--- src/rtl/hex_display_pkg.sv ---
// Shared types and constants for the multiplexed seven-segment display scanner.
package hex_display_pkg;

    typedef logic [6:0] seg_t;
    typedef logic [3:0] nibble_t;

    localparam seg_t SEG_BLANK = 7'h7F;

    typedef enum logic [1:0] {S_WAIT, S_DECODE, S_LATCH} scan_state_t;

    // Digit-address width; a single-digit build still carries a 1-bit address.
    function automatic int unsigned addr_width(input int unsigned n);
        return (n > 1) ? $clog2(n) : 1;
    endfunction

endpackage

--- src/rtl/hex_display_scanner_if.sv ---
// Nibble write port into the scanner's digit register file; no backpressure.
interface hex_display_scanner_if
    import hex_display_pkg::*;
#(
    parameter int unsigned NUM_DIGITS = 6
);

    localparam int unsigned AW = addr_width(NUM_DIGITS);

    logic          wr_en;
    logic [AW-1:0] wr_addr;
    nibble_t       wr_data;

    modport master (output wr_en, wr_addr, wr_data);
    modport slave  (input  wr_en, wr_addr, wr_data);

endinterface

--- src/rtl/decoder.sv ---
// Combinational hex nibble to active-low seven-segment decoder, bit order gfedcba.
module decoder
    import hex_display_pkg::*;
(
    input  nibble_t i_binary_number,
    output seg_t    o_display
);

    always_comb begin
        o_display = SEG_BLANK;
        unique case (i_binary_number)
            4'h0: o_display = 7'h40;
            4'h1: o_display = 7'h79;
            4'h2: o_display = 7'h24;
            4'h3: o_display = 7'h30;
            4'h4: o_display = 7'h19;
            4'h5: o_display = 7'h12;
            4'h6: o_display = 7'h02;
            4'h7: o_display = 7'h78;
            4'h8: o_display = 7'h00;
            4'h9: o_display = 7'h10;
            4'hA: o_display = 7'h08;
            4'hB: o_display = 7'h03;
            4'hC: o_display = 7'h46;
            4'hD: o_display = 7'h21;
            4'hE: o_display = 7'h06;
            4'hF: o_display = 7'h0E;
            default: o_display = SEG_BLANK;
        endcase
    end

endmodule

--- src/rtl/hex_display_scanner.sv ---
// Stores one nibble per display and time-shares a single decoder across all digits,
// latching each digit's segment word in round-robin order at the prescaled slot rate.
module hex_display_scanner
    import hex_display_pkg::*;
#(
    parameter int unsigned NUM_DIGITS    = 6,
    parameter int unsigned SCAN_DIV      = 50000,
    parameter seg_t        BLANK_PATTERN = SEG_BLANK
) (
    input  logic                        i_clk,
    input  logic                        i_reset,
    hex_display_scanner_if.slave        wr_if,
    input  logic [NUM_DIGITS-1:0]       i_blank_mask,
    output seg_t [NUM_DIGITS-1:0]       o_hex,
    output logic                        o_sweep_done
);

    localparam int unsigned AW = addr_width(NUM_DIGITS);
    localparam int unsigned CW = $clog2(SCAN_DIV);

    localparam logic [AW-1:0] LastIdx    = AW'(NUM_DIGITS - 1);
    localparam logic [AW:0]   NumDigitsW = (AW + 1)'(NUM_DIGITS);
    localparam logic [CW-1:0] CntMax     = CW'(SCAN_DIV - 1);

    scan_state_t                state_q, state_d;
    logic [CW-1:0]              cnt_q, cnt_d;
    logic [AW-1:0]              idx_q, idx_d;
    nibble_t                    dec_in_q, dec_in_d;
    nibble_t [NUM_DIGITS-1:0]   digit_q, digit_d;
    seg_t [NUM_DIGITS-1:0]      hex_q, hex_d;
    logic                       sweep_done_q, sweep_done_d;

    logic tick;
    seg_t dec_out;

    assign tick = (cnt_q == CntMax);

    decoder u_decoder (
        .i_binary_number(dec_in_q),
        .o_display      (dec_out)
    );

    always_comb begin
        state_d      = state_q;
        cnt_d        = tick ? '0 : cnt_q + 1'b1;
        idx_d        = idx_q;
        dec_in_d     = dec_in_q;
        digit_d      = digit_q;
        hex_d        = hex_q;
        sweep_done_d = 1'b0;

        // Out-of-range addresses are dropped rather than aliased onto a real digit.
        if (wr_if.wr_en && ({1'b0, wr_if.wr_addr} < NumDigitsW)) begin
            digit_d[wr_if.wr_addr] = wr_if.wr_data;
        end

        unique case (state_q)
            S_WAIT: begin
                if (tick) begin
                    state_d = S_DECODE;
                end
            end
            S_DECODE: begin
                dec_in_d = digit_q[idx_q];
                state_d  = S_LATCH;
            end
            S_LATCH: begin
                hex_d[idx_q] = i_blank_mask[idx_q] ? BLANK_PATTERN : dec_out;
                idx_d        = (idx_q == LastIdx) ? '0 : idx_q + 1'b1;
                sweep_done_d = (idx_q == LastIdx);
                state_d      = S_WAIT;
            end
            default: state_d = S_WAIT;
        endcase
    end

    always_ff @(posedge i_clk) begin
        if (i_reset) begin
            state_q      <= S_WAIT;
            cnt_q        <= '0;
            idx_q        <= '0;
            dec_in_q     <= '0;
            digit_q      <= '0;
            hex_q        <= {NUM_DIGITS{BLANK_PATTERN}};
            sweep_done_q <= 1'b0;
        end else begin
            state_q      <= state_d;
            cnt_q        <= cnt_d;
            idx_q        <= idx_d;
            dec_in_q     <= dec_in_d;
            digit_q      <= digit_d;
            hex_q        <= hex_d;
            sweep_done_q <= sweep_done_d;
        end
    end

    assign o_hex        = hex_q;
    assign o_sweep_done = sweep_done_q;

endmodule
--- src/flat_wrapper.sv ---
// flat-port wrapper written by rule: the top's interface ports become plain ports
module hex_display_scanner_flat import hex_display_pkg::*;
#(
    parameter int unsigned NUM_DIGITS    = 6,
    parameter int unsigned SCAN_DIV      = 50000,
    parameter seg_t        BLANK_PATTERN = SEG_BLANK
)
  (i_clk, i_reset, i_blank_mask, o_hex, o_sweep_done, wr_if_wr_en, wr_if_wr_addr, wr_if_wr_data);
  hex_display_scanner_if #(.NUM_DIGITS(NUM_DIGITS)) wr_if_i ();
  input  logic i_clk;
  input  logic i_reset;
  input  logic [NUM_DIGITS-1:0] i_blank_mask;
  output seg_t [NUM_DIGITS-1:0] o_hex;
  output logic o_sweep_done;
  input wire logic [$bits(wr_if_i.wr_en)-1:0] wr_if_wr_en;
  input wire logic [$bits(wr_if_i.wr_addr)-1:0] wr_if_wr_addr;
  input wire logic [$bits(wr_if_i.wr_data)-1:0] wr_if_wr_data;
  assign wr_if_i.wr_en = wr_if_wr_en;
  assign wr_if_i.wr_addr = wr_if_wr_addr;
  assign wr_if_i.wr_data = wr_if_wr_data;
  hex_display_scanner #(.NUM_DIGITS(NUM_DIGITS), .SCAN_DIV(SCAN_DIV), .BLANK_PATTERN(BLANK_PATTERN)) u_core (.i_clk(i_clk), .i_reset(i_reset), .wr_if(wr_if_i), .i_blank_mask(i_blank_mask), .o_hex(o_hex), .o_sweep_done(o_sweep_done));
endmodule
--- config.mk ---
export PLATFORM = sky130hd
export DESIGN_NAME = hex_display_scanner_flat
export DESIGN_NICKNAME = d
export VERILOG_FILES = /design/src/rtl/hex_display_pkg.sv /design/src/rtl/hex_display_scanner_if.sv /design/src/rtl/decoder.sv /design/src/rtl/hex_display_scanner.sv /design/src/flat_wrapper.sv
export SDC_FILE = /design/constraint.sdc
export NUM_CORES = 1
export LEC_CHECK = 0
export ABC_AREA = 1
export BUFFER_PORTS_ARGS = -buffer_cell sky130_fd_sc_hd__buf_2
export CAP_MARGIN = 20
export CORE_UTILIZATION = 50
export DETAILED_ROUTE_END_ITERATION = 12
export GPL_TIMING_DRIVEN = 0
export PLACE_DENSITY_LB_ADDON = 0.1
export SYNTH_ARGS = -nofsm -noshare
export SYNTH_HDL_FRONTEND = slang
export SYNTH_SLANG_ARGS = --single-unit
--- constraint.sdc ---
create_clock -name i_clk -period 2.35 [get_ports i_clk]
set_input_delay 0.235 -clock i_clk [delete_from_list [all_inputs] [get_ports i_clk]]
set_output_delay 0.235 -clock i_clk [all_outputs]
set_load 0.02 [all_outputs]
==> metrics.csv, run 1 <==
metric,value,unit
Setup Buffers After CTS,0,
cell repeated most along the worst path,nand2_1,
total track usage,22.9,%
maximum clock path buffer count,2,
endpoints failing setup,0,
core area,8300,µm²
Final GP Congestion,0.853,
die area,9030,µm²
CTS tree,built,
GRT overflow,0,
maxcap violations,0,
synthesized area,4330,µm²
period utilization,89.7,%
Post-synth top cells,"191 x nand2_1, 99 x dfxtp_1, 66 x nor2_1",
worst flop-to-flop path startpoint,u_core.idx_q[0]$_SDFFE_PP0P_,
fill cell count,814,
CTS root buf,clkbuf_8,
dpl cells,768,
synth top area cells,"dfxtp_1 46%, nand2_1 17%, a21oi_1 6.8%",
first-pass GRT wire length,16000,µm
Leak Pwr,2.06,nW
NumNets Final,697,
Die Y,95.0,µm
DR vias,3874,
detail-routed net length per standard cell,12.3,µm
Logic pwr share,4.2,%
DRC viols,0,
crit-path cells,buf_4 -> inv_2 -> buf_6 -> nand2_1 -> nand2_1 -> nand2_1 -> nand2_1 -> nand2_1 -> nand2_1 -> nand2_1 -> inv_1 -> ha_1 -> nand3b_1 -> nand3_1 -> nand2_1,
Fmax achieved,474,MHz
drt via density,4.94,
Ys Warns,0,
PortBufs,58,
Synth Net Count,628,
Worst Path Buf+Inv,4,
Hold Path Class,input pin to flop,
clock share of power,36.6,%
Iter 0 DRT Violations,160,
drt total wl,9630,µm
"Largest stage delay, worst path",340,ps
Slew Limit Fails,0,
CTS Buf Count,9,
Hold Path End,u_core.digit_q[7]$_SDFFE_PP0P_,
Worst Path Max Fanout,10,
relative slew slack,66.0,%
status,"finished, final reports clean",
Crit path required time,2610,ps
vias in the first global route,3584,
hold path startpoint,wr_if_wr_data[3],
RSZ-0062 raised after global routing,false,
Max H-tree Level,3,
Setup WS post-layout,242,ps
# rows,33,
crit path launch type,flop,
worst slew pin tran,509,ps
skew final,12.1,ps
Post-synth ARST share,0,%
"Slowest-stage cell, CP",dfxtp_1,
post-CTS sizing,0,
Post-DRT Antenna Nets,0,
register area share after synthesis,45.8,%
Net Sw Frac,25.5,%
"Clk pin slew, worst setup/hold paths",100,ps
"Avg Cell Area, Syn",7.15,µm²
share of the synthesized area in the top cell type,45.8,%
crit path kind,flop to flop,
CTS Hold Bufs,0,
# clock sinks,99,
diodes inserted,0,
"CP delay by family, top",simple AND/OR/NAND/NOR gates,
Cell Pwr Density,583,nW/µm²
total power,2.88,mW
number of synthesized flops with an enable pin,0,
R2R Setup Slk,240,ps
cell count after synthesis,605,
most frequent cell after synthesis,nand2_1,
DPL Wire Length,7170,µm
ys flop type,dfxtp_1,
"non-filler cells, final",784,
switching power,0.734,mW
Layout area overhead,14.2,%
largest net degree at the start of global routing,20,
register share of total power,59.2,%
initial antenna violation count,0,
CP arrival,2370,ps
FF-to-FF path depth,15,
drt pass-1 iters,4,
setup TNS,0,ps
R2R Path End,u_core.u_decoder.o_display[3]$_DFF_P_,
post-route minimum period,2110,ps
register bit total from synthesis,99,
Setup Slack @ Placement,292,ps
IO Count,59,
Initial Utilization,52.1,%
clock insertion delay at the later pin of the skew report,360,ps
Hold Crit Depth,3,
Netlist cell types,33,
Final Hold Fails,0,
worst-case vdd ir drop,0.389,mV
Synth area leader,dfxtp_1,
type of destination of the critical path,flop,
ratio of cells with drive above 1 in the final layout,17.5,%
total internal power,2.15,mW
die width,95.0,µm
[layout make-up]
type	instances	area [µm²]	share of cell area, %
clock buffers	9	124	2.51
inverters	69	259	5.24
multi-input cells	424	2010	40.7
repair buffers	58	290	5.87
clock inverters	7	67.6	1.37
plain buffers	13	73.8	1.49
flip-flops and latches	99	1980	40.1
well taps	105	131	2.66
[worst max-delay path by stage]
stage | cells after the start | from | to
2_1_floorplan | 14 | u_core.idx_q[0]$_SDFFE_PP0P_ | u_core.u_decoder.o_display[3]$_DFF_P_
3_5_place_dp | 14 | u_core.idx_q[0]$_SDFFE_PP0P_ | u_core.u_decoder.o_display[3]$_DFF_P_
4_1_cts | 15 | u_core.idx_q[0]$_SDFFE_PP0P_ | u_core.u_decoder.o_display[3]$_DFF_P_
5_1_grt | 15 | u_core.idx_q[0]$_SDFFE_PP0P_ | u_core.u_decoder.o_display[3]$_DFF_P_
6_report | 15 | u_core.idx_q[0]$_SDFFE_PP0P_ | u_core.u_decoder.o_display[3]$_DFF_P_
3_3_place_gp | 14 | u_core.idx_q[0]$_SDFFE_PP0P_ | u_core.u_decoder.o_display[3]$_DFF_P_
[per-layer routing]
| layer | wire, µm | track usage [%] |
|---|---|---|
| met5 | 0 | 0 |
| met1 | 4600 | 30.2 |
| met2 | 4540 | 38.2 |
| met3 | 368 | 3.91 |
| met4 | 129 | 7.07 |
[stage by stage]
step / hold WS [ps] / cell area, µm² / util, %
finish: 201 / 4940 / 59.5
global route: 201 / 4940 / 59.5
CTS: 192 / 4940 / 59.5
detailed placement: 442 / 4750 / 57.2
global placement: 430 / 4750 / 57.2
floorplan: 370 / 4330 / -
[cells in the final DEF (no fill, tap or decap), drive strengths merged, types with 9 or more instances in the layout]
cell type / n
nor2: 77
nand2: 195
a21oi: 60
inv: 72
nand3: 23
buf: 64
nor3: 12
dfxtp: 99
nand3b: 9
clkbuf: 16
o21ai: 29
[tightest hold or removal path, cell delays in order]
cell and delay, ps:
buf_2 150, nor2_1 60, nor2_1 80
[kinds of logic (layout without fill, tap and decap cells)]
kind of cell    after synthesis  in the layout  synth area share [%]
compound gates               94             94                  11.4
xor+xnor                      2              2                 0.405
buf+inv                      82            156                  7.69
simple gates                321            321                  32.7
flops                        99             99                  45.8
fa+ha+maj                     7              7                  2.02
[power groups by stage]
stage | logic [mW] | clock network, mW | registers (mW)
finish | 0.122 | 1.05 | 1.70
global placement | 0.120 | 0 | 1.74
floorplan | 0.0744 | 0 | 1.74
global route | 0.138 | 1.15 | 1.71
CTS | 0.123 | 1.08 | 1.70
detailed placement | 0.122 | 0 | 1.74
[registers in the layout, summed over array words and instances, names as in the netlist]
register,flops
u_core.dec_in_q,4
u_core.state_q,2
u_core.idx_q,3
u_core.o_sweep_done,1
u_core.o_hex,42
u_core.u_decoder.o_display,7
u_core.cnt_q,16
u_core.digit_q,24
Power figures use the tool's default switching activity.
==> run 2: changes to the inputs <==
BUFFER_PORTS_ARGS = -buffer_cell sky130_fd_sc_hd__clkbuf_2   (was -buffer_cell sky130_fd_sc_hd__buf_2)
==> run 2 against run 1 <==
Compared with the run above:
- maximum frequency grew 1.4%
- hold slack gained 17 ps
- critical path depth shrank 1
- critical endpoint unchanged
==> metrics.csv, run 2 (synthesized netlist as in run 1, its figures left out) <==
metric,value,unit
fin area,4930,µm²
cell repeated most along the worst path,nand2_1,
total track usage,23.4,%
NumNets Final,697,
"Largest stage delay, worst path",310,ps
Initial Utilization,52.1,%
Cell Pwr Density,579,nW/µm²
GRT overflow,0,
Hold Path Class,input pin to flop,
IO Count,59,
ratio of cells with drive above 1 in the final layout,17.7,%
GR Util met3,4.39,%
CTS root buf,clkbuf_8,
GR Util met2,39.7,%
initial antenna violation count,0,
drt pass-1 iters,5,
crit-path cells,buf_4 -> inv_2 -> buf_6 -> nand2_1 -> nand2_1 -> nand2_1 -> nand2_1 -> nand2_1 -> nand2_1 -> nand2_1 -> ha_1 -> nand3b_1 -> nand3_1 -> nand2_1,
PortBufs,58,
Hold Crit Depth,3,
maxcap violations,0,
switching power,0.728,mW
clock insertion delay at the later pin of the skew report,360,ps
Leak Pwr,2.10,nW
DPL Wire Length,7320,µm
"CP delay by family, top",simple AND/OR/NAND/NOR gates,
# clock sinks,99,
vias in the first global route,3674,
Setup Buffers After CTS,0,
Hold Path End,u_core.digit_q[7]$_SDFFE_PP0P_,
# rows,33,
Die Y,95.0,µm
hold path startpoint,wr_if_wr_data[3],
maximum clock path buffer count,2,
worst slew pin tran,514,ps
diodes inserted,0,
Worst Path Buf+Inv,3,
CP arrival,2340,ps
post-route minimum period,2080,ps
DRC viols,0,
fill cell count,797,
detail-routed net length per standard cell,12.7,µm
CTS Hold Bufs,0,
Slew Limit Fails,0,
FF/Latch Area,1980,µm²
total internal power,2.13,mW
Largest register FFs,42,
Final GP Congestion,0.841,
footprint of the multi-input gates,2020,µm²
Post-DRT Antenna Nets,0,
placed cell areas,4750,µm²
Layout area overhead,14.0,%
type of destination of the critical path,flop,
drt via density,5.04,
drt total wl,9960,µm
R2R Path End,u_core.u_decoder.o_display[3]$_DFF_P_,
endpoints failing setup,0,
Final Hold Fails,0,
status,"finished, final reports clean",
Final Util,59.5,%
die width,95.0,µm
CTS Buf Count,9,
crit path launch type,flop,
"Clk pin slew, worst setup/hold paths",100,ps
Crit path required time,2610,ps
FF-to-FF path depth,14,
die area,9030,µm²
first-pass GRT wire length,16500,µm
"most common cell after layout, fill and taps aside",nand2_1,
DR vias,3951,
setup TNS,0,ps
Logic pwr share,4.3,%
register share of total power,59.6,%
largest net degree at the start of global routing,19,
total power,2.86,mW
CTS tree,built,
worst-case vdd ir drop,0.470,mV
most frequent cells in the layout,"190 x nand2_1, 99 x dfxtp_1, 66 x nor2_1, 59 x a21oi_1",
relative slew slack,65.7,%
GR peak layer,met2,
crit path kind,flop to flop,
period utilization,88.4,%
Max H-tree Level,3,
Net Sw Frac,25.4,%
"Slowest-stage cell, CP",dfxtp_1,
R2R Setup Slk,270,ps
clock share of power,36.1,%
Worst Path Max Fanout,10,
core area,8300,µm²
Fmax achieved,481,MHz
RSZ-0062 raised after global routing,false,
met1 usage,30.2,%
skew final,13.8,ps
Iter 0 DRT Violations,138,
worst flop-to-flop path startpoint,u_core.idx_q[0]$_SDFFE_PP0P_,
[run 2: changes by cell type in the layout (fill, tap and decap cells not counted)]
cell        delta
nand2_2        +1
inv_8          -2
clkbuf_2      +58
buf_2         -58
nand2_1        -1
clkinv_4       -2
clkinvlp_4     +3
inv_6          +1
[run 2: how the worst max path moves through the flow]
stage | to | startpoint | slack (ps) | cells past startpoint
3_3_place_gp | u_core.u_decoder.o_display[3]$_DFF_P_ | u_core.idx_q[0]$_SDFFE_PP0P_ | 290 | 14
6_report | u_core.u_decoder.o_display[3]$_DFF_P_ | u_core.idx_q[0]$_SDFFE_PP0P_ | 270 | 14
2_1_floorplan | u_core.u_decoder.o_display[3]$_DFF_P_ | u_core.idx_q[0]$_SDFFE_PP0P_ | 550 | 14
5_1_grt | u_core.u_decoder.o_display[3]$_DFF_P_ | u_core.idx_q[0]$_SDFFE_PP0P_ | 40 | 15
3_5_place_dp | u_core.u_decoder.o_display[3]$_DFF_P_ | u_core.idx_q[0]$_SDFFE_PP0P_ | 280 | 14
4_1_cts | u_core.u_decoder.o_display[3]$_DFF_P_ | u_core.idx_q[0]$_SDFFE_PP0P_ | 250 | 15
[run 2: worst reg2reg max path: stages (launching register included)]
cell,delay (ps)
dfxtp_1,310
buf_4,160
inv_2,100
buf_6,160
nand2_1,60
nand2_1,70
nand2_1,60
nand2_1,70
nand2_1,100
nand2_1,80
nand2_1,140
ha_1,310
nand3b_1,180
nand3_1,110
nand2_1,60
[run 2: metrics by stage]
stage,hold WS (ps),worst slack (ps),cells
2_1_floorplan,370,549,605
3_3_place_gp,430,293,768
3_5_place_dp,441,280,768
4_1_cts,206,252,784
5_1_grt,219,44.0,784
6_report,218,272,784
[run 2: layout make-up]
class | instances | area share, %
Buffer | 13 | 1.50
Clock inverter | 7 | 1.19
Tap cell | 105 | 2.66
Inverter | 69 | 5.25
Multi-Input combinational cell | 424 | 40.8
Timing Repair Buffer | 58 | 5.88
Sequential cell | 99 | 40.2
Clock buffer | 9 | 2.51
[run 2: routing by layer]
metal | wire length (µm) | up-vias
li1 | - | 2052
met1 | 4620 | 1796
met2 | 4750 | 91
met3 | 471 | 12
met4 | 125 | 0
met5 | 0 | -
[run 2: power by group through the flow]
stage / combinational (mW) / sequential, mW / clock, mW
after floorplan: 0.0744 / 1.74 / 0
after global placement: 0.120 / 1.74 / 0
after detailed placement: 0.122 / 1.74 / 0
final: 0.123 / 1.70 / 1.03
after global routing: 0.138 / 1.71 / 1.11
after CTS: 0.123 / 1.70 / 1.05
[run 2: repair_timing]
| action | 4_1_cts | 5_1_grt |
|---|---|---|
| gates resized for setup | 0 | 1 |
| setup endpoints to repair | 0 | 2 |
| hold endpoints to repair | 0 | 0 |
